[src/rtl/muldiv_seq.sv]
`default_nettype none
// ============================================================================
//  Module   : muldiv_seq
//  Purpose  : Iterative RV32M multiply/divide sequencer. It accepts one
//             M-extension op, runs 32 iterations on a single shared 33-bit
//             add/sub datapath, applies a sign fixup and returns a
//             registered result with a one-cycle done pulse.
//  Ports    : clk    - clock, rising edge
//             reset  - synchronous active-high reset
//             start  - op request, taken only while ready
//             flush  - kills the in-flight op (no done pulse)
//             inst   - instruction word, funct3 = inst[14:12]
//             in_a   - rs1 value, sampled on accept
//             in_b   - rs2 value, sampled on accept
//             ready  - high in IDLE only
//             busy   - high from the cycle after accept through done
//             done   - one-cycle completion pulse
//             result - registered result, held until the next done
//  Revision : 1.0 - initial release
// ============================================================================
module muldiv_seq #(
    parameter int XLEN = 32
) (
    input  logic            clk,
    input  logic            reset,
    input  logic            start,
    input  logic            flush,
    input  logic [31:0]     inst,
    input  logic [XLEN-1:0] in_a,
    input  logic [XLEN-1:0] in_b,
    output logic            ready,
    output logic            busy,
    output logic            done,
    output logic [XLEN-1:0] result
);

    localparam logic [2:0] c_s_idle    = 3'd0;
    localparam logic [2:0] c_s_mul_it  = 3'd1;
    localparam logic [2:0] c_s_div_it  = 3'd2;
    localparam logic [2:0] c_s_fix     = 3'd3;
    localparam logic [2:0] c_s_special = 3'd4;
    localparam logic [2:0] c_s_done    = 3'd5;

    localparam logic [2:0] c_f3_mul    = 3'b000;
    localparam logic [2:0] c_f3_mulh   = 3'b001;
    localparam logic [2:0] c_f3_mulhsu = 3'b010;
    localparam logic [2:0] c_f3_div    = 3'b100;
    localparam logic [2:0] c_f3_rem    = 3'b110;

    logic [2:0]      r_state;
    logic [4:0]      r_count;
    logic [2:0]      r_funct3;
    logic            r_neg;
    logic [XLEN:0]   r_hi;      // product high word (with carry) / remainder
    logic [XLEN-1:0] r_lo;      // multiplier->product low / dividend->quotient
    logic [XLEN-1:0] r_op;      // multiplicand / divisor
    logic [XLEN-1:0] r_result;
    logic            r_done;
    logic            r_busy;

    // ------------------------------------------------------------------
    // Accept-time decode and sign preparation
    // ------------------------------------------------------------------
    logic [2:0]      w_f3;
    logic            w_is_div;
    logic            w_a_signed;
    logic            w_b_signed;
    logic            w_sa;
    logic            w_sb;
    logic [XLEN-1:0] w_mag_a;
    logic [XLEN-1:0] w_mag_b;
    logic            w_neg;
    logic            w_div_zero;
    logic            w_div_ovf;
    logic [XLEN-1:0] w_special_val;
    logic            w_unused_inst;

    assign w_f3          = inst[14:12];
    assign w_is_div      = w_f3[2];
    assign w_unused_inst = ^{inst[31:15], inst[11:0]};

    always_comb begin
        w_a_signed = 1'b0;
        w_b_signed = 1'b0;
        case (w_f3)
            c_f3_mulh:   begin w_a_signed = 1'b1; w_b_signed = 1'b1; end
            c_f3_mulhsu: begin w_a_signed = 1'b1; end
            c_f3_div:    begin w_a_signed = 1'b1; w_b_signed = 1'b1; end
            c_f3_rem:    begin w_a_signed = 1'b1; w_b_signed = 1'b1; end
            default:     begin w_a_signed = 1'b0; w_b_signed = 1'b0; end
        endcase
    end

    assign w_sa    = in_a[XLEN-1] & w_a_signed;
    assign w_sb    = in_b[XLEN-1] & w_b_signed;
    assign w_mag_a = w_sa ? ({XLEN{1'b0}} - in_a) : in_a;
    assign w_mag_b = w_sb ? ({XLEN{1'b0}} - in_b) : in_b;

    // Result sign: REM follows the dividend, everything else XORs the
    // operand signs (unsigned operands contribute a zero sign).
    always_comb begin
        w_neg = 1'b0;
        if (w_f3 == c_f3_rem) begin
            w_neg = w_sa;
        end else begin
            w_neg = w_sa ^ w_sb;
        end
    end

    assign w_div_zero = w_is_div && (in_b == {XLEN{1'b0}});
    assign w_div_ovf  = ((w_f3 == c_f3_div) || (w_f3 == c_f3_rem)) &&
                        (in_a == {1'b1, {(XLEN-1){1'b0}}}) &&
                        (in_b == {XLEN{1'b1}});

    // w_f3[1] distinguishes REM/REMU from DIV/DIVU
    always_comb begin
        w_special_val = {XLEN{1'b0}};
        if (w_div_zero) begin
            w_special_val = w_f3[1] ? in_a : {XLEN{1'b1}};
        end else if (w_div_ovf) begin
            w_special_val = w_f3[1] ? {XLEN{1'b0}} : {1'b1, {(XLEN-1){1'b0}}};
        end
    end

    // ------------------------------------------------------------------
    // Shared 33-bit add/sub: add for multiply, subtract for divide
    // ------------------------------------------------------------------
    logic            w_sub;
    logic [XLEN:0]   w_div_shift;
    logic [XLEN:0]   w_add_a;
    logic [XLEN:0]   w_add_b;
    logic [XLEN:0]   w_sum;
    logic [XLEN:0]   w_mul_acc;
    logic            w_trial_ok;

    assign w_sub       = (r_state == c_s_div_it);
    assign w_div_shift = {r_hi[XLEN-1:0], r_lo[XLEN-1]};
    assign w_add_a     = w_sub ? w_div_shift : r_hi;
    assign w_add_b     = {1'b0, r_op};
    assign w_sum       = w_add_a + (w_sub ? ~w_add_b : w_add_b) + {{XLEN{1'b0}}, w_sub};

    assign w_mul_acc   = r_lo[0] ? w_sum : r_hi;
    // A non-negative trial (bit 32 clear) means the divisor fits
    assign w_trial_ok  = ~w_sum[XLEN];

    // ------------------------------------------------------------------
    // Sign fixup and result selection
    // ------------------------------------------------------------------
    logic [2*XLEN-1:0] w_prod;
    logic [2*XLEN-1:0] w_prod_fix;
    logic [XLEN-1:0]   w_quo_fix;
    logic [XLEN-1:0]   w_rem_fix;
    logic [XLEN-1:0]   w_fix_result;

    assign w_prod     = {r_hi[XLEN-1:0], r_lo};
    assign w_prod_fix = r_neg ? ({(2*XLEN){1'b0}} - w_prod) : w_prod;
    assign w_quo_fix  = r_neg ? ({XLEN{1'b0}} - r_lo) : r_lo;
    assign w_rem_fix  = r_neg ? ({XLEN{1'b0}} - r_hi[XLEN-1:0]) : r_hi[XLEN-1:0];

    always_comb begin
        w_fix_result = {XLEN{1'b0}};
        if (r_funct3 == c_f3_mul) begin
            w_fix_result = w_prod_fix[XLEN-1:0];
        end else if (!r_funct3[2]) begin
            w_fix_result = w_prod_fix[2*XLEN-1:XLEN];
        end else if (!r_funct3[1]) begin
            w_fix_result = w_quo_fix;
        end else begin
            w_fix_result = w_rem_fix;
        end
    end

    // ------------------------------------------------------------------
    // Sequencer
    // ------------------------------------------------------------------
    always_ff @(posedge clk) begin
        if (reset) begin
            r_state  <= c_s_idle;
            r_count  <= 5'd0;
            r_funct3 <= 3'd0;
            r_neg    <= 1'b0;
            r_hi     <= {(XLEN+1){1'b0}};
            r_lo     <= {XLEN{1'b0}};
            r_op     <= {XLEN{1'b0}};
            r_result <= {XLEN{1'b0}};
            r_done   <= 1'b0;
            r_busy   <= 1'b0;
        end else if (flush && (r_state != c_s_idle)) begin
            r_state <= c_s_idle;
            r_count <= 5'd0;
            r_done  <= 1'b0;
            r_busy  <= 1'b0;
        end else begin
            case (r_state)
                c_s_idle: begin
                    r_done <= 1'b0;
                    if (start && !flush) begin
                        r_funct3 <= w_f3;
                        r_neg    <= w_neg;
                        r_count  <= 5'd0;
                        r_busy   <= 1'b1;
                        r_hi     <= {(XLEN+1){1'b0}};
                        if (w_div_zero || w_div_ovf) begin
                            // Special value parked in r_lo until SPECIAL
                            r_lo    <= w_special_val;
                            r_op    <= {XLEN{1'b0}};
                            r_state <= c_s_special;
                        end else if (w_is_div) begin
                            r_lo    <= w_mag_a;
                            r_op    <= w_mag_b;
                            r_state <= c_s_div_it;
                        end else begin
                            r_lo    <= w_mag_b;
                            r_op    <= w_mag_a;
                            r_state <= c_s_mul_it;
                        end
                    end
                end
                c_s_mul_it: begin
                    r_hi    <= {1'b0, w_mul_acc[XLEN:1]};
                    r_lo    <= {w_mul_acc[0], r_lo[XLEN-1:1]};
                    r_count <= r_count + 5'd1;
                    if (r_count == 5'd31) begin
                        r_state <= c_s_fix;
                    end
                end
                c_s_div_it: begin
                    r_hi    <= w_trial_ok ? w_sum : w_div_shift;
                    r_lo    <= {r_lo[XLEN-2:0], w_trial_ok};
                    r_count <= r_count + 5'd1;
                    if (r_count == 5'd31) begin
                        r_state <= c_s_fix;
                    end
                end
                c_s_fix: begin
                    r_result <= w_fix_result;
                    r_done   <= 1'b1;
                    r_state  <= c_s_done;
                end
                c_s_special: begin
                    r_result <= r_lo;
                    r_done   <= 1'b1;
                    r_state  <= c_s_done;
                end
                c_s_done: begin
                    r_done  <= 1'b0;
                    r_busy  <= 1'b0;
                    r_state <= c_s_idle;
                end
                default: begin
                    r_done  <= 1'b0;
                    r_busy  <= 1'b0;
                    r_count <= 5'd0;
                    r_state <= c_s_idle;
                end
            endcase
        end
    end

    assign ready  = (r_state == c_s_idle);
    assign busy   = r_busy;
    assign done   = r_done;
    assign result = r_result;

endmodule
`default_nettype wire
[config.mk]
export PLATFORM = sky130hd
export DESIGN_NAME = muldiv_seq
export DESIGN_NICKNAME = d
export VERILOG_FILES = /design/src/rtl/muldiv_seq.sv
export SDC_FILE = /design/constraint.sdc
export NUM_CORES = 1
export LEC_CHECK = 0
export BUFFER_PORTS_ARGS = -buffer_cell sky130_fd_sc_hd__buf_2
export CORE_UTILIZATION = 30
export CTS_BUF_LIST = sky130_fd_sc_hd__clkbuf_4 sky130_fd_sc_hd__clkbuf_8
export DETAILED_ROUTE_END_ITERATION = 6
export RECOVER_POWER = 25
export SLEW_MARGIN = 15
export SYNTH_ARGS = -nofsm -noshare
export SYNTH_HDL_FRONTEND = slang
export SYNTH_SLANG_ARGS = --single-unit
[constraint.sdc]
create_clock -name clk -period 5.6 [get_ports clk]
set_input_delay 0.28 -clock clk [delete_from_list [all_inputs] [get_ports clk]]
set_output_delay 0.28 -clock clk [all_outputs]
set_load 0.005 [all_outputs]
# Word-level counts from Yosys, hierarchy flattened
# Cells that the tools add are included.
dict set report totals {
  ff_bits 143
  word_cells 105
}
dict set report op_classes {
  n_eq_ne 14
  bitwise 8
  reduce_logical 27
  n_addsub 8
  n_mux 38
}
# cell n
set op_table {}
lappend op_table {{32-bit 2-to-1 mux} 16}
lappend op_table {{33-bit 2-to-1 mux} 5}
lappend op_table {{1-bit by 32-bit subtractor with 32-bit output (first input constant)} 4}
lappend op_table {{33-bit case mux with 3 select lines} 1}
lappend op_table {{32-bit case mux with 3 select lines} 1}
lappend op_table {{32-bit == test (second input constant)} 2}
lappend op_table {{64-bit 2-to-1 mux} 1}
lappend op_table {{32-bit case mux with 2 select lines} 1}
lappend op_table {{1-bit by 64-bit subtractor with 64-bit output (first input constant)} 1}
lappend op_table {{33-bit by 1-bit adder with 33-bit output} 1}
lappend op_table {{33-bit adder} 1}
lappend op_table {{32-bit inverter with 33-bit output} 1}
lappend op_table {{32-bit logical NOT} 1}
lappend op_table {{5-bit case mux with 3 select lines} 1}
lappend op_table {{3-bit == test (second input constant)} 4}
lappend op_table {{3-bit by 2-bit == test with 1-bit output (second input constant)} 3}
lappend op_table {{3-bit 2-to-1 mux} 3}
lappend op_table {{3-bit case mux with 3 select lines} 1}
lappend op_table {{2-bit AND reduction} 4}
lappend op_table {{4-bit OR reduction} 2}
lappend op_table {{3-bit by 1-bit == test with 1-bit output (second input constant)} 2}
lappend op_table {{3-bit logical NOT} 2}
lappend op_table {{3-bit AND reduction} 2}
lappend op_table {{3-bit nonzero test} 2}
lappend op_table {{16 further kinds} 33}

# Logic depth before layout (Yosys ltp)
# Gate-level depths: netlist of run 1.
dict set report depth {
  depth_word 9
  mapped_depth 21
  depth_no_buf 14
}

# Worst setup path after synthesis of run 1
# Ideal clock, no wire load.
dict set report synth_path {
  kind {reg2reg}
  startpoint {register r_state[1]}
  endpoint {register r_hi[27]}
  t_arrival_ns 4.555
  stages_incl_launch_ff 18
  setup_slack_ns 0.913
  setup_ns 0.132
  cell_sequence {dfxtp_1 > buf_2 > nor3b_2 > clkbuf_1 > clkbuf_1 > buf_1 > o21ai_0 > fa_1 > a211oi_1 > o211ai_1 > a211oi_1 > o41a_1 > o221a_2 > xnor2_1 > buf_2 > mux2_2 > a211oi_1 > nor3_1}
}
dict set report synth_via {
  elab_chain_cells 6
}
# element line
set synth_lines {}
lappend synth_lines {{start, declared} 50} ;# logic [2:0] r_state;
lappend synth_lines {{start signal, assigned} 178} ;# r_state <= c_s_idle;
lappend synth_lines {{start signal, assigned} 189} ;# r_state <= c_s_idle;
lappend synth_lines {{start signal, assigned} 207} ;# r_state <= c_s_special;
lappend synth_lines {{3-bit by 2-bit == test with 1-bit output} {136, 194}}
lappend synth_lines {{33-bit 2-to-1 mux, on equally long branches} {138, 140}}
lappend synth_lines {{33-bit adder} 140} ;# assign w_sum = w_add_a + (w_sub ? ~w_add_b : w_add_b) + {{XLEN{1'b0}}, w_sub};
lappend synth_lines {{33-bit by 1-bit adder with 33-bit output} 140}
lappend synth_lines {{33-bit 2-to-1 mux, on equally long branches} {228, 142}}
lappend synth_lines {{33-bit case mux with 3 select lines} 194} ;# case (r_state)
lappend synth_lines {{end signal, assigned} 202} ;# r_hi <= {(XLEN+1){1'b0}};
lappend synth_lines {{end signal, assigned} 220} ;# r_hi <= {1'b0, w_mul_acc[XLEN:1]};
lappend synth_lines {{end signal, assigned} 228} ;# r_hi <= w_trial_ok ? w_sum : w_div_shift;
lappend synth_lines {{end, declared} 54} ;# logic [XLEN:0] r_hi;
# Parallel ways exist; a longest one is shown, timed or not.
# A chain may end at the register's enable or synchronous reset.

# Worst setup path after layout of run 1
dict set report layout_path {
  startpoint {register r_state[2]}
  endpoint {register r_lo[0]}
}
dict set report layout_via {
  elab_chain_cells 6
}
# element line
set layout_lines {}
lappend layout_lines {{3-bit by 2-bit == test with 1-bit output} {136, 194}}
lappend layout_lines {{33-bit 2-to-1 mux, on equally long branches} {138, 140}}
lappend layout_lines {{33-bit adder} 140}
lappend layout_lines {{33-bit by 1-bit adder with 33-bit output} 140}
lappend layout_lines {{1-bit inverter} 144} ;# assign w_trial_ok = ~w_sum[XLEN];
lappend layout_lines {{32-bit case mux with 3 select lines} 194}
lappend layout_lines {{end signal, assigned} 205} ;# r_lo <= w_special_val;
lappend layout_lines {{end signal, assigned} 209} ;# r_lo <= w_mag_a;
lappend layout_lines {{end signal, assigned} 213} ;# r_lo <= w_mag_b;
lappend layout_lines {{end, declared} 55} ;# logic [XLEN-1:0] r_lo;
# Parallel ways exist; a longest one is shown, timed or not.

==> results of run 1 <==
-- synthesized netlist by cell type, types with 11 or more instances --
library cell / number
sky130_fd_sc_hd__o221ai_1: 20
sky130_fd_sc_hd__xnor2_1: 98
sky130_fd_sc_hd__nand3_1: 38
sky130_fd_sc_hd__xor2_1: 55
sky130_fd_sc_hd__ha_1: 38
sky130_fd_sc_hd__buf_1: 15
sky130_fd_sc_hd__or4_1: 15
sky130_fd_sc_hd__buf_2: 11
sky130_fd_sc_hd__a221oi_1: 34
sky130_fd_sc_hd__a211oi_1: 48
sky130_fd_sc_hd__o21a_1: 16
sky130_fd_sc_hd__nor2b_1: 11
sky130_fd_sc_hd__nand4_1: 20
sky130_fd_sc_hd__clkbuf_1: 156
sky130_fd_sc_hd__a31oi_1: 26
sky130_fd_sc_hd__o211ai_1: 18
sky130_fd_sc_hd__nor3_1: 71
sky130_fd_sc_hd__mux2i_1: 49
sky130_fd_sc_hd__nand2_1: 245
sky130_fd_sc_hd__o21ai_0: 149
sky130_fd_sc_hd__and3_1: 20
sky130_fd_sc_hd__or3_1: 22
sky130_fd_sc_hd__inv_1: 32
sky130_fd_sc_hd__nor4_1: 17
sky130_fd_sc_hd__a21oi_1: 154
sky130_fd_sc_hd__o22ai_1: 29
sky130_fd_sc_hd__nor2_1: 239
sky130_fd_sc_hd__dfxtp_1: 143
sky130_fd_sc_hd__a21o_1: 13
sky130_fd_sc_hd__o31ai_1: 31
sky130_fd_sc_hd__o41ai_1: 15
-- worst max-delay path: stages, from the launching register on --
cell and delay (ps):
sky130_fd_sc_hd__dfxtp_1 660, sky130_fd_sc_hd__or3b_4 600, sky130_fd_sc_hd__xnor2_1 220, sky130_fd_sc_hd__fa_1 490, sky130_fd_sc_hd__a211oi_1 400, sky130_fd_sc_hd__o211ai_1 250
sky130_fd_sc_hd__a211oi_1 490, sky130_fd_sc_hd__o41a_1 330, sky130_fd_sc_hd__o221a_2 260, sky130_fd_sc_hd__xnor2_2 280, sky130_fd_sc_hd__nor2_1 330, sky130_fd_sc_hd__a2111oi_0 460
sky130_fd_sc_hd__a211oi_1 90
-- layout make-up --
cell class / count / share of cell area [%]
antenna: 2 / 0.0332
clock buffer: 17 / 1.55
clock inverter: 15 / 0.839
inverter: 33 / 0.823
multi-input combinational: 1645 / 67.5
sequential: 143 / 19.0
tap: 600 / 4.99
timing repair buffer: 140 / 5.26
-- kinds of logic after synthesis --
| group | after synthesis | synth area share [%] |
|---|---|---|
| simple gates | 754 | 25.4 |
| compound gates | 639 | 30.1 |
| buf+inv | 217 | 6.10 |
| xor+xnor | 153 | 9.69 |
| flops | 143 | 20.7 |
| mux | 59 | 4.36 |
| fa+ha+maj | 40 | 3.65 |
-- through the flow --
step                      std cells  cell area [µm²]  util, %  hold WS, ps  worst slack, ps
final                          2595            15100     33.1         85.6              561
after global routing           2594            15100     33.1         81.6              188
after CTS                      2593            15100     33.1         64.5              568
after detailed placement       2561            14700     32.4          452              596
after global placement         2561            14700     32.4          445              675
after floorplan                2005            13800        -          416              913
-- path summary, 6_finish.rpt --
| kind | start | slack, ps | to |
|---|---|---|---|
| worst min-delay path | reset | 90 | busy$_SDFFE_PP0P_ |
| worst min register to register | result[30]$_SDFFE_PP0P_ | 460 | result[30]$_SDFFE_PP0P_ |
| worst max register to register | r_state[2]$_SDFFE_PP0P_ | 560 | r_lo[0]$_SDFFE_PP0P_ |
| worst max-delay path | r_state[2]$_SDFFE_PP0P_ | 560 | r_lo[0]$_SDFFE_PP0P_ |
-- registers in the layout (all words and copies together), names as in the netlist --
| name | flops |
|---|---|
| done | 1 |
| r_lo | 32 |
| r_state | 3 |
| busy | 1 |
| r_count | 5 |
| r_neg | 1 |
| r_funct3 | 3 |
| r_hi | 33 |
| r_op | 32 |
| result | 32 |
-- metal layers --
metal,global-route usage (%),share of wire [%],vias up
met5,0,0,-
met4,7.49,2.7,0
met3,2.56,6.5,76
met2,35.5,44,697
met1,33.4,47,7325
li1,-,-,7276
-- power groups by stage --
stage	Combinational [mW]	Sequential, mW	Clock (mW)
after floorplan	0.873	1.13	0
after global placement	1.14	1.23	0
after detailed placement	1.15	1.23	0
after CTS	1.15	1.21	0.850
after global routing	1.28	1.22	0.885
final	1.17	1.22	0.836
==> impl_metrics.env, run 1 <==
export IMPL_leakage_nw=5.61
export IMPL_cts_setup_buffers=0
export IMPL_clk_pin_slew_ps=110
export IMPL_gp_congestion=0.975
export IMPL_cp_data_arrival_time_ps=5380
export IMPL_yosys_warnings=0
export IMPL_cts_buffers=17
export IMPL_worstPathRequired_ps=5940
export IMPL_cts_resized=0
export IMPL_rsz0062_at_grt="false"
export IMPL_synth_cell_area_um2=13800
export IMPL_p_total_mw=3.23
export IMPL_std_cell_rows=78
export IMPL_part_of_the_cycle_the_worst_path_needs_pct=90.0
export IMPL_numClockSinks=143
export IMPL_max_clock_freq_ghz=0.198
export IMPL_setup_worst_path_start_class="flop"
export IMPL_layout_commonest_cell="sky130_fd_sc_hd__nand2_1"
export IMPL_ys_types=89
export IMPL_die_area_um2=47000
export IMPL_htreeDepth=4
export IMPL_netSwitchingFraction_pct=43.5
export IMPL_die_x_um=217
export IMPL_final_max_slew_viol_count=0
export IMPL_final_setup_skew_ps=19.3
export IMPL_cts_tree="done"
export IMPL_reg2regPathDepth=12
export IMPL_drc=0
export IMPL_crit_fanout=36
export IMPL_route_detailed_wl_per_inst_um=21.4
export IMPL_vdd_ir_drop_worst_uv=127
export IMPL_top_area_cells_in_the_synthesized_netlist="sky130_fd_sc_hd__dfxtp_1 (21%), sky130_fd_sc_hd__nand2_1 (6.6%), sky130_fd_sc_hd__nor2_1 (6.5%)"
export IMPL_initial_core_utilization_pct=30.4
export IMPL_maxCapViolations=0
export IMPL_post_route_cells_drive_above_1_share_pct=10.4
export IMPL_p_sw_mw=1.40
export IMPL_seqCellArea_um2=2870
export IMPL_synthDominantAreaCellType="sky130_fd_sc_hd__dfxtp_1"
export IMPL_initialDrtViolationCount=1785
export IMPL_detail_route_vias_per_cell=5.92
export IMPL_area_growth_synth_to_final_pct=8.81
export IMPL_pin_count=135
export IMPL_antenna_violating_nets_post_route=0
export IMPL_criticalPathCategory="reg2reg"
export IMPL_netlist_instances=2005
export IMPL_first_pass_iters=7
export IMPL_status="finished, final reports clean"
export IMPL_drt_wl_total_um=55400
export IMPL_pwr_share_clk_pct=25.9
export IMPL_io_buffer_count=105
export IMPL_power_frac_seq_pct=37.8
export IMPL_clk_insertion_delay_late_ps=500
export IMPL_top_cell_type_s_share_of_synthesized_area_pct=20.7
export IMPL_max_clock_path_buffers=2
export IMPL_finalWorstPathRequiredPeriod_ps=5040
export IMPL_global_route_wire_length_before_repair_um=84400
export IMPL_cts_hold_repair_buffers=0
export IMPL_timing_critical_path_to_type="flop"
export IMPL_fraction_of_synthesis_flops_using_an_asynchronous_set_or_reset_pin_pct=0
export IMPL_worst_slew_pin_slew_ps=1500
export IMPL_antenna_found_initial=1
export IMPL_via_count=15400
export IMPL_p_per_area_nw_per_um2=214
export IMPL_num_fill_cells=4963
export IMPL_grt_pass1_vias=13700
export IMPL_mostFrequentLayoutCells="sky130_fd_sc_hd__nand2_1 (245), sky130_fd_sc_hd__nor2_1 (238), sky130_fd_sc_hd__a21oi_1 (153), sky130_fd_sc_hd__o21ai_0 (149), sky130_fd_sc_hd__dfxtp_1 (141)"
export IMPL_report_final_hold_viol_count=0
export IMPL_worstHoldPathType="in2reg"
export IMPL_synth_seq_cells=143
export IMPL_synth_seq_area_share_pct=20.7
export IMPL_hpwl_um=41900
export IMPL_fin_nets=2119
export IMPL_overall_die_height_um=217
export IMPL_ctsRootBufferMaster="sky130_fd_sc_hd__clkbuf_8"
export IMPL_setup_viol=0
export IMPL_multi_input_comb_area_um2=10200
export IMPL_core_um2=45500
export IMPL_worst_hold_path_num_cells=2
export IMPL_prevailing_post_synth_register_cell="sky130_fd_sc_hd__dfxtp_1"
export IMPL_maximum_number_of_pins_on_one_net_before_global_route_repair=92
export IMPL_synth_fp_nets=2144
export IMPL_grt_usage_pct=23.1
export IMPL_synth_edf_count=0
export IMPL_slew_headroom_pct=0.313
export IMPL_final_sum_of_negative_setup_slack_ps=0
export IMPL_power_combinational_fraction_pct=36.3
export IMPL_grt_ovfl_total=0
export IMPL_cellInternalPower_mw=1.82
export IMPL_syn_mean_instance_area_um2=6.90
(Power assumes the default switching activity.)
==> run 2: changes to the inputs <==
- SKIP_CTS_REPAIR_TIMING: unset -> 1
- clock period: 5.6 -> 5.92 ns (I/O delays scaled with it)
==> run 2 against run 1 <==
Net effect:
- the run now ends with DRC left
- combinational power is 6% lower
- register-to-register slack hardly changed
- global-route usage is 0.60 points lower
- via count is 0.21% higher
- clock skew hardly changed
- sequential share of layout area hardly changed
- setup slack worse by 12 ps
- die area stayed put
- critical path depth is 4 higher
- core utilization hardly changed
==> impl_metrics.env, run 2 (synthesis results as in run 1) <==
export IMPL_crit_fanout=45
export IMPL_seqCellArea_um2=2870
export IMPL_gp_congestion=0.994
export IMPL_worstHoldPathType="in2reg"
export IMPL_pre_cts_slack_ps=657
export IMPL_leakage_nw=5.60
export IMPL_grt_usage_pct=22.5
export IMPL_final_setup_skew_ps=19.3
export IMPL_worstPathRequired_ps=6280
export IMPL_final_design_area_no_fill_um2=15000
export IMPL_final_sum_of_negative_setup_slack_ps=0
export IMPL_layout_commonest_cell="sky130_fd_sc_hd__nand2_1"
export IMPL_final_hold_worst_slack_ps=112
export IMPL_reg2reg_setup_slack_ps=550
export IMPL_finish_cell_count_without_fillers=2589
export IMPL_drt_wl_total_um=53900
export IMPL_antenna_violating_nets_post_route=0
export IMPL_worst_slew_pin_slew_ps=1450
export IMPL_initialDrtViolationCount=1668
export IMPL_part_of_the_cycle_the_worst_path_needs_pct=90.7
export IMPL_drc=3
export IMPL_route_detailed_wl_per_inst_um=20.8
export IMPL_numClockSinks=143
export IMPL_multi_input_comb_area_um2=10200
export IMPL_core_um2=45500
export IMPL_first_pass_iters=7
export IMPL_worst_setup_margin_ps=549
export IMPL_status="finished, violations left"
export IMPL_via_count=15400
export IMPL_hpwl_um=40800
export IMPL_met3_layer_usage_reported_by_global_route_pct=3.06
export IMPL_setup_worst_path_start_class="flop"
export IMPL_placement_cell_area_um2=14700
export IMPL_die_area_um2=47000
export IMPL_antenna_found_initial=2
export IMPL_pin_count=135
export IMPL_cp_data_arrival_time_ps=5730
export IMPL_area_growth_synth_to_final_pct=8.75
export IMPL_finalWorstPathRequiredPeriod_ps=5370
export IMPL_maxCapViolations=0
export IMPL_max_clock_freq_ghz=0.186
export IMPL_std_cell_rows=78
export IMPL_vdd_ir_drop_worst_uv=139
export IMPL_report_final_hold_viol_count=0
export IMPL_num_fill_cells=4988
export IMPL_cts_tree="done"
export IMPL_largest_reg_flops=33
export IMPL_maximum_number_of_pins_on_one_net_before_global_route_repair=84
export IMPL_grt_ovfl_total=0
export IMPL_slew_headroom_pct=3.46
export IMPL_grt_pass1_vias=13900
export IMPL_clk_pin_slew_ps=100
export IMPL_top_usage_layer="met2"
export IMPL_fin_nets=2114
export IMPL_io_buffer_count=105
export IMPL_cts_buffers=17
export IMPL_post_route_cells_drive_above_1_share_pct=10.1
export IMPL_mostFrequentLayoutCells="sky130_fd_sc_hd__nand2_1 (245), sky130_fd_sc_hd__nor2_1 (238), sky130_fd_sc_hd__a21oi_1 (153), sky130_fd_sc_hd__o21ai_0 (149), sky130_fd_sc_hd__dfxtp_1 (141)"
export IMPL_die_x_um=217
export IMPL_top_reg_by_flops="r_hi"
export IMPL_max_clock_path_buffers=2
export IMPL_criticalPathCategory="reg2reg"
export IMPL_dp_cells=2556
export IMPL_global_route_wire_length_before_repair_um=83000
export IMPL_rsz0062_at_grt="false"
export IMPL_timing_critical_path_to_type="flop"
export IMPL_failed_checks="DRC"
export IMPL_overall_die_height_um=217
export IMPL_htreeDepth=4
export IMPL_clk_insertion_delay_late_ps=500
export IMPL_initial_core_utilization_pct=30.4
export IMPL_grt_met2_usage_pct=34.5
export IMPL_final_max_slew_viol_count=0
export IMPL_ctsRootBufferMaster="sky130_fd_sc_hd__clkbuf_8"
export IMPL_grt_util_met1_pct=32.4
export IMPL_detail_route_vias_per_cell=5.95
export IMPL_setup_viol=0
export IMPL_p_per_area_nw_per_um2=208
-- run 2: cell count changes in the layout (fill, tap and decap cells not counted), moves of 2 or more --
cell / delta
sky130_fd_sc_hd__buf_12: -2
sky130_fd_sc_hd__buf_2: -3
sky130_fd_sc_hd__buf_4: -2
sky130_fd_sc_hd__bufinv_16: +2
sky130_fd_sc_hd__clkbuf_1: +2
sky130_fd_sc_hd__clkinv_2: -2
sky130_fd_sc_hd__clkinv_4: -3
sky130_fd_sc_hd__inv_6: +2
sky130_fd_sc_hd__inv_8: +2
-- run 2: layout make-up --
| class | instances | area share (%) |
|---|---|---|
| flip-flops and latches | 143 | 19.0 |
| well taps | 600 | 4.99 |
| clock inverters | 15 | 1.21 |
| repair buffers | 135 | 4.85 |
| clock buffers | 17 | 1.56 |
| inverters | 33 | 0.823 |
| diodes | 1 | 0.0166 |
| multi-input cells | 1645 | 67.5 |
-- run 2: worst paths after layout --
path                                 from  cells after the start                       end
setup / recovery  r_state[2]$_SDFFE_PP0P_                     16      r_hi[6]$_SDFFE_PP0P_
hold / removal                   inst[12]                      3  r_funct3[0]$_SDFFE_PP0P_
setup reg to reg  r_state[2]$_SDFFE_PP0P_                     16      r_hi[6]$_SDFFE_PP0P_
hold reg to reg   result[30]$_SDFFE_PP0P_                      2   result[30]$_SDFFE_PP0P_
-- run 2: where the power goes --
group	switching, mW	total (mW)	internal [mW]
Combinational	0.700	1.10	0.396
Clock	0.483	0.880	0.396
Sequential	0.132	1.15	1.02
-- run 2: stage by stage --
step           util, %  total power [mW]
2_1_floorplan        -              1.90
5_1_grt           33.1              3.28
3_5_place_dp      32.2              2.24
6_report          33.1              3.13
4_1_cts           33.1              3.11
3_3_place_gp      32.2              2.22
-- run 2: critical path, cell delays in order (launching register included) --
cell and delay [ps]:
sky130_fd_sc_hd__dfxtp_1 640, sky130_fd_sc_hd__or3b_4 710, sky130_fd_sc_hd__buf_4 410, sky130_fd_sc_hd__buf_4 310, sky130_fd_sc_hd__nand2_1 80, sky130_fd_sc_hd__nand2_1 90, sky130_fd_sc_hd__ha_1 300, sky130_fd_sc_hd__nand2_1 80
sky130_fd_sc_hd__or2_2 290, sky130_fd_sc_hd__o41a_1 400, sky130_fd_sc_hd__o221a_2 290, sky130_fd_sc_hd__xnor2_2 580, sky130_fd_sc_hd__buf_4 470, sky130_fd_sc_hd__mux2i_1 230, sky130_fd_sc_hd__o221ai_1 120, sky130_fd_sc_hd__o21ai_0 120
sky130_fd_sc_hd__nor2_1 50
-- run 2: routing by layer --
layer | up-vias | wire length, µm
li1 | 7270 | -
met1 | 7367 | 24900
met2 | 700 | 23500
met3 | 70 | 4150
met4 | 0 | 1320
met5 | - | 0
==> run 3: changes to the inputs <==
- CTS_BUF_LIST: sky130_fd_sc_hd__clkbuf_4 sky130_fd_sc_hd__clkbuf_8 -> sky130_fd_sc_hd__clkbuf_8 sky130_fd_sc_hd__clkbuf_16
- REMOVE_ABC_BUFFERS: unset -> 1
==> run 3 against run 2 <==
Net effect:
- the run ends with capacitance limit left
- total power is 7.8% higher
- register-to-register slack better by 30 ps
- cell count up 0.39%
- wire length is 3.9% higher
- global-route usage is 0.80 points higher
- worst hold slack improved by 120 ps
- core utilization rose by 0.54 points
- via count shrank 0.95%
- critical path type unchanged
- critical endpoint is now r_lo[0]$_SDFFE_PP0P_
- highest routed layer unchanged
==> impl_metrics.env, run 3 (synthesis results as in run 1) <==
export IMPL_status="finished, violations left"
export IMPL_failed_checks="capacitance limit"
export IMPL_finalWorstPathRequiredPeriod_ps=5340
export IMPL_criticalPathCategory="reg2reg"
export IMPL_critPathSlowestCell="sky130_fd_sc_hd__xnor2_2"
export IMPL_pin_count=135
export IMPL_core_um2=45500
export IMPL_leakage_nw=5.71
export IMPL_grt_ovfl_total=0
export IMPL_antenna_found_initial=1
export IMPL_postLayoutCoreUtil_pct=33.6
export IMPL_met3_wirelength_um=3980
export IMPL_gp_congestion=0.982
export IMPL_p_per_area_nw_per_um2=220
export IMPL_part_of_the_cycle_the_worst_path_needs_pct=90.2
export IMPL_maximum_number_of_pins_on_one_net_before_global_route_repair=128
export IMPL_cts_tree="done"
export IMPL_crit_fanout=48
export IMPL_final_design_area_no_fill_um2=15300
export IMPL_max_incr_delay_on_cp_ps=890
export IMPL_cts_buffers=17
export IMPL_global_route_wire_length_before_repair_um=84800
export IMPL_worst_setup_margin_ps=579
export IMPL_reg2regPathDepth=13
export IMPL_detail_route_vias_per_cell=5.87
export IMPL_rsz0062_at_grt="false"
export IMPL_area_growth_synth_to_final_pct=10.5
export IMPL_num_fill_cells=4929
export IMPL_final_setup_skew_ps=22.6
export IMPL_slew_headroom_pct=0.0872
export IMPL_worst_slew_pin_slew_ps=1500
export IMPL_worstHoldPathType="in2reg"
export IMPL_report_final_hold_viol_count=0
export IMPL_largest_reg_flops=33
export IMPL_cp_cell_sequence="or3b_4 -> buf_4 -> xnor2_1 -> ha_1 -> and2_1 -> o2111a_1 -> a211oi_1 -> o41a_1 -> o221a_2 -> xnor2_2 -> nor2_1 -> a2111oi_0 -> a211oi_1"
export IMPL_pre_cts_slack_ps=681
export IMPL_die_area_um2=47000
export IMPL_detailroute_wirelength_met2_um=24400
export IMPL_route_detailed_wl_per_inst_um=21.5
export IMPL_p_total_mw=3.37
export IMPL_final_hold_worst_slack_ps=236
export IMPL_crit_top_cell="sky130_fd_sc_hd__a211oi_1"
export IMPL_first_pass_iters=5
export IMPL_die_x_um=217
export IMPL_hpwl_um=41800
export IMPL_grt_usage_pct=23.3
export IMPL_placement_cell_area_um2=14700
export IMPL_antenna_violating_nets_post_route=0
export IMPL_maxCapViolations=1
export IMPL_topRoutingLayerUsed="met4"
export IMPL_drc=0
export IMPL_drt_wl_total_um=56000
export IMPL_fin_nets=2124
export IMPL_top_reg_by_flops="r_hi"
export IMPL_dp_cells=2566
export IMPL_finish_cell_count_without_fillers=2599
export IMPL_worst_hold_path_num_cells=3
export IMPL_clk_insertion_delay_late_ps=450
export IMPL_setup_viol=0
export IMPL_via_count=15300
export IMPL_timing_critical_path_to_type="flop"
export IMPL_grt_pass1_vias=13800
export IMPL_layout_commonest_cell="sky130_fd_sc_hd__nand2_1"
export IMPL_htreeDepth=4
export IMPL_mostFrequentLayoutCells="sky130_fd_sc_hd__nand2_1 (245), sky130_fd_sc_hd__nor2_1 (238), sky130_fd_sc_hd__a21oi_1 (153), sky130_fd_sc_hd__o21ai_0 (149), sky130_fd_sc_hd__dfxtp_1 (141)"
export IMPL_cp_data_arrival_time_ps=5640
export IMPL_initialDrtViolationCount=1910
export IMPL_io_buffer_count=105
export IMPL_clk_pin_slew_ps=80
export IMPL_final_sum_of_negative_setup_slack_ps=0
export IMPL_vdd_ir_drop_worst_uv=204
export IMPL_worstPathRequired_ps=6220
export IMPL_overall_die_height_um=217
export IMPL_ctsRootBufferMaster="sky130_fd_sc_hd__clkbuf_16"
export IMPL_std_cell_rows=78
export IMPL_drt_met1_wl_um=25100
export IMPL_setup_worst_path_start_class="flop"
export IMPL_max_clock_path_buffers=2
export IMPL_post_route_cells_drive_above_1_share_pct=10.3
export IMPL_final_max_slew_viol_count=0
export IMPL_numClockSinks=143
export IMPL_max_clock_freq_ghz=0.187
export IMPL_initial_core_utilization_pct=30.4
[run 3: cell count changes in the layout (fill, tap and decap cells not counted), moves of 3 or more]
| cell | before | now |
|---|---|---|
| sky130_fd_sc_hd__clkbuf_8 | 17 | 0 |
| sky130_fd_sc_hd__inv_6 | 8 | 4 |
| sky130_fd_sc_hd__clkinv_2 | 0 | 3 |
| sky130_fd_sc_hd__clkbuf_1 | 17 | 22 |
| sky130_fd_sc_hd__buf_4 | 30 | 36 |
| sky130_fd_sc_hd__clkbuf_16 | 0 | 17 |
| sky130_fd_sc_hd__buf_2 | 88 | 85 |
[run 3: worst paths after layout]
path	slack, ps	start	endpoint
worst max-delay path	580	r_state[1]$_SDFFE_PP0P_	r_lo[0]$_SDFFE_PP0P_
worst min register to register	460	result[31]$_SDFFE_PP0P_	result[31]$_SDFFE_PP0P_
worst max register to register	580	r_state[1]$_SDFFE_PP0P_	r_lo[0]$_SDFFE_PP0P_
worst min-delay path	240	inst[12]	r_funct3[0]$_SDFFE_PP0P_
[run 3: area by class of cell]
type	count	area, µm²	share of cell area [%]
inverter	33	124	0.810
clock buffer	17	425	2.78
tap	600	751	4.91
antenna	1	2.50	0.0164
clock inverter	15	150	0.982
sequential	143	2870	18.7
multi-input combinational	1645	10200	66.4
timing repair buffer	145	818	5.35
[run 3: where the power goes]
part,internal [mW],total (mW),switching (mW),leakage (nW)
Combinational,0.403,1.12,0.716,4.26
Sequential,1.02,1.14,0.121,1.17
Clock,0.594,1.11,0.518,0.286
[run 3: critical path: cells and delay by family (launching register included)]
family	cells	cell delay (ps)
AOI/OAI and AO/OA	6	1750
and+or+nand+nor	3	1200
xor gates and xnor gates	2	1030
DFF	1	480
adders and majority gates	1	340
buffers and inverters	1	320
[run 3: routing by layer]
layer | vias up | GRT usage [%]
met4 | 0 | 10.9
li1 | 7295 | -
met3 | 84 | 3.14
met5 | - | 0
met2 | 642 | 35.8
met1 | 7240 | 32.1
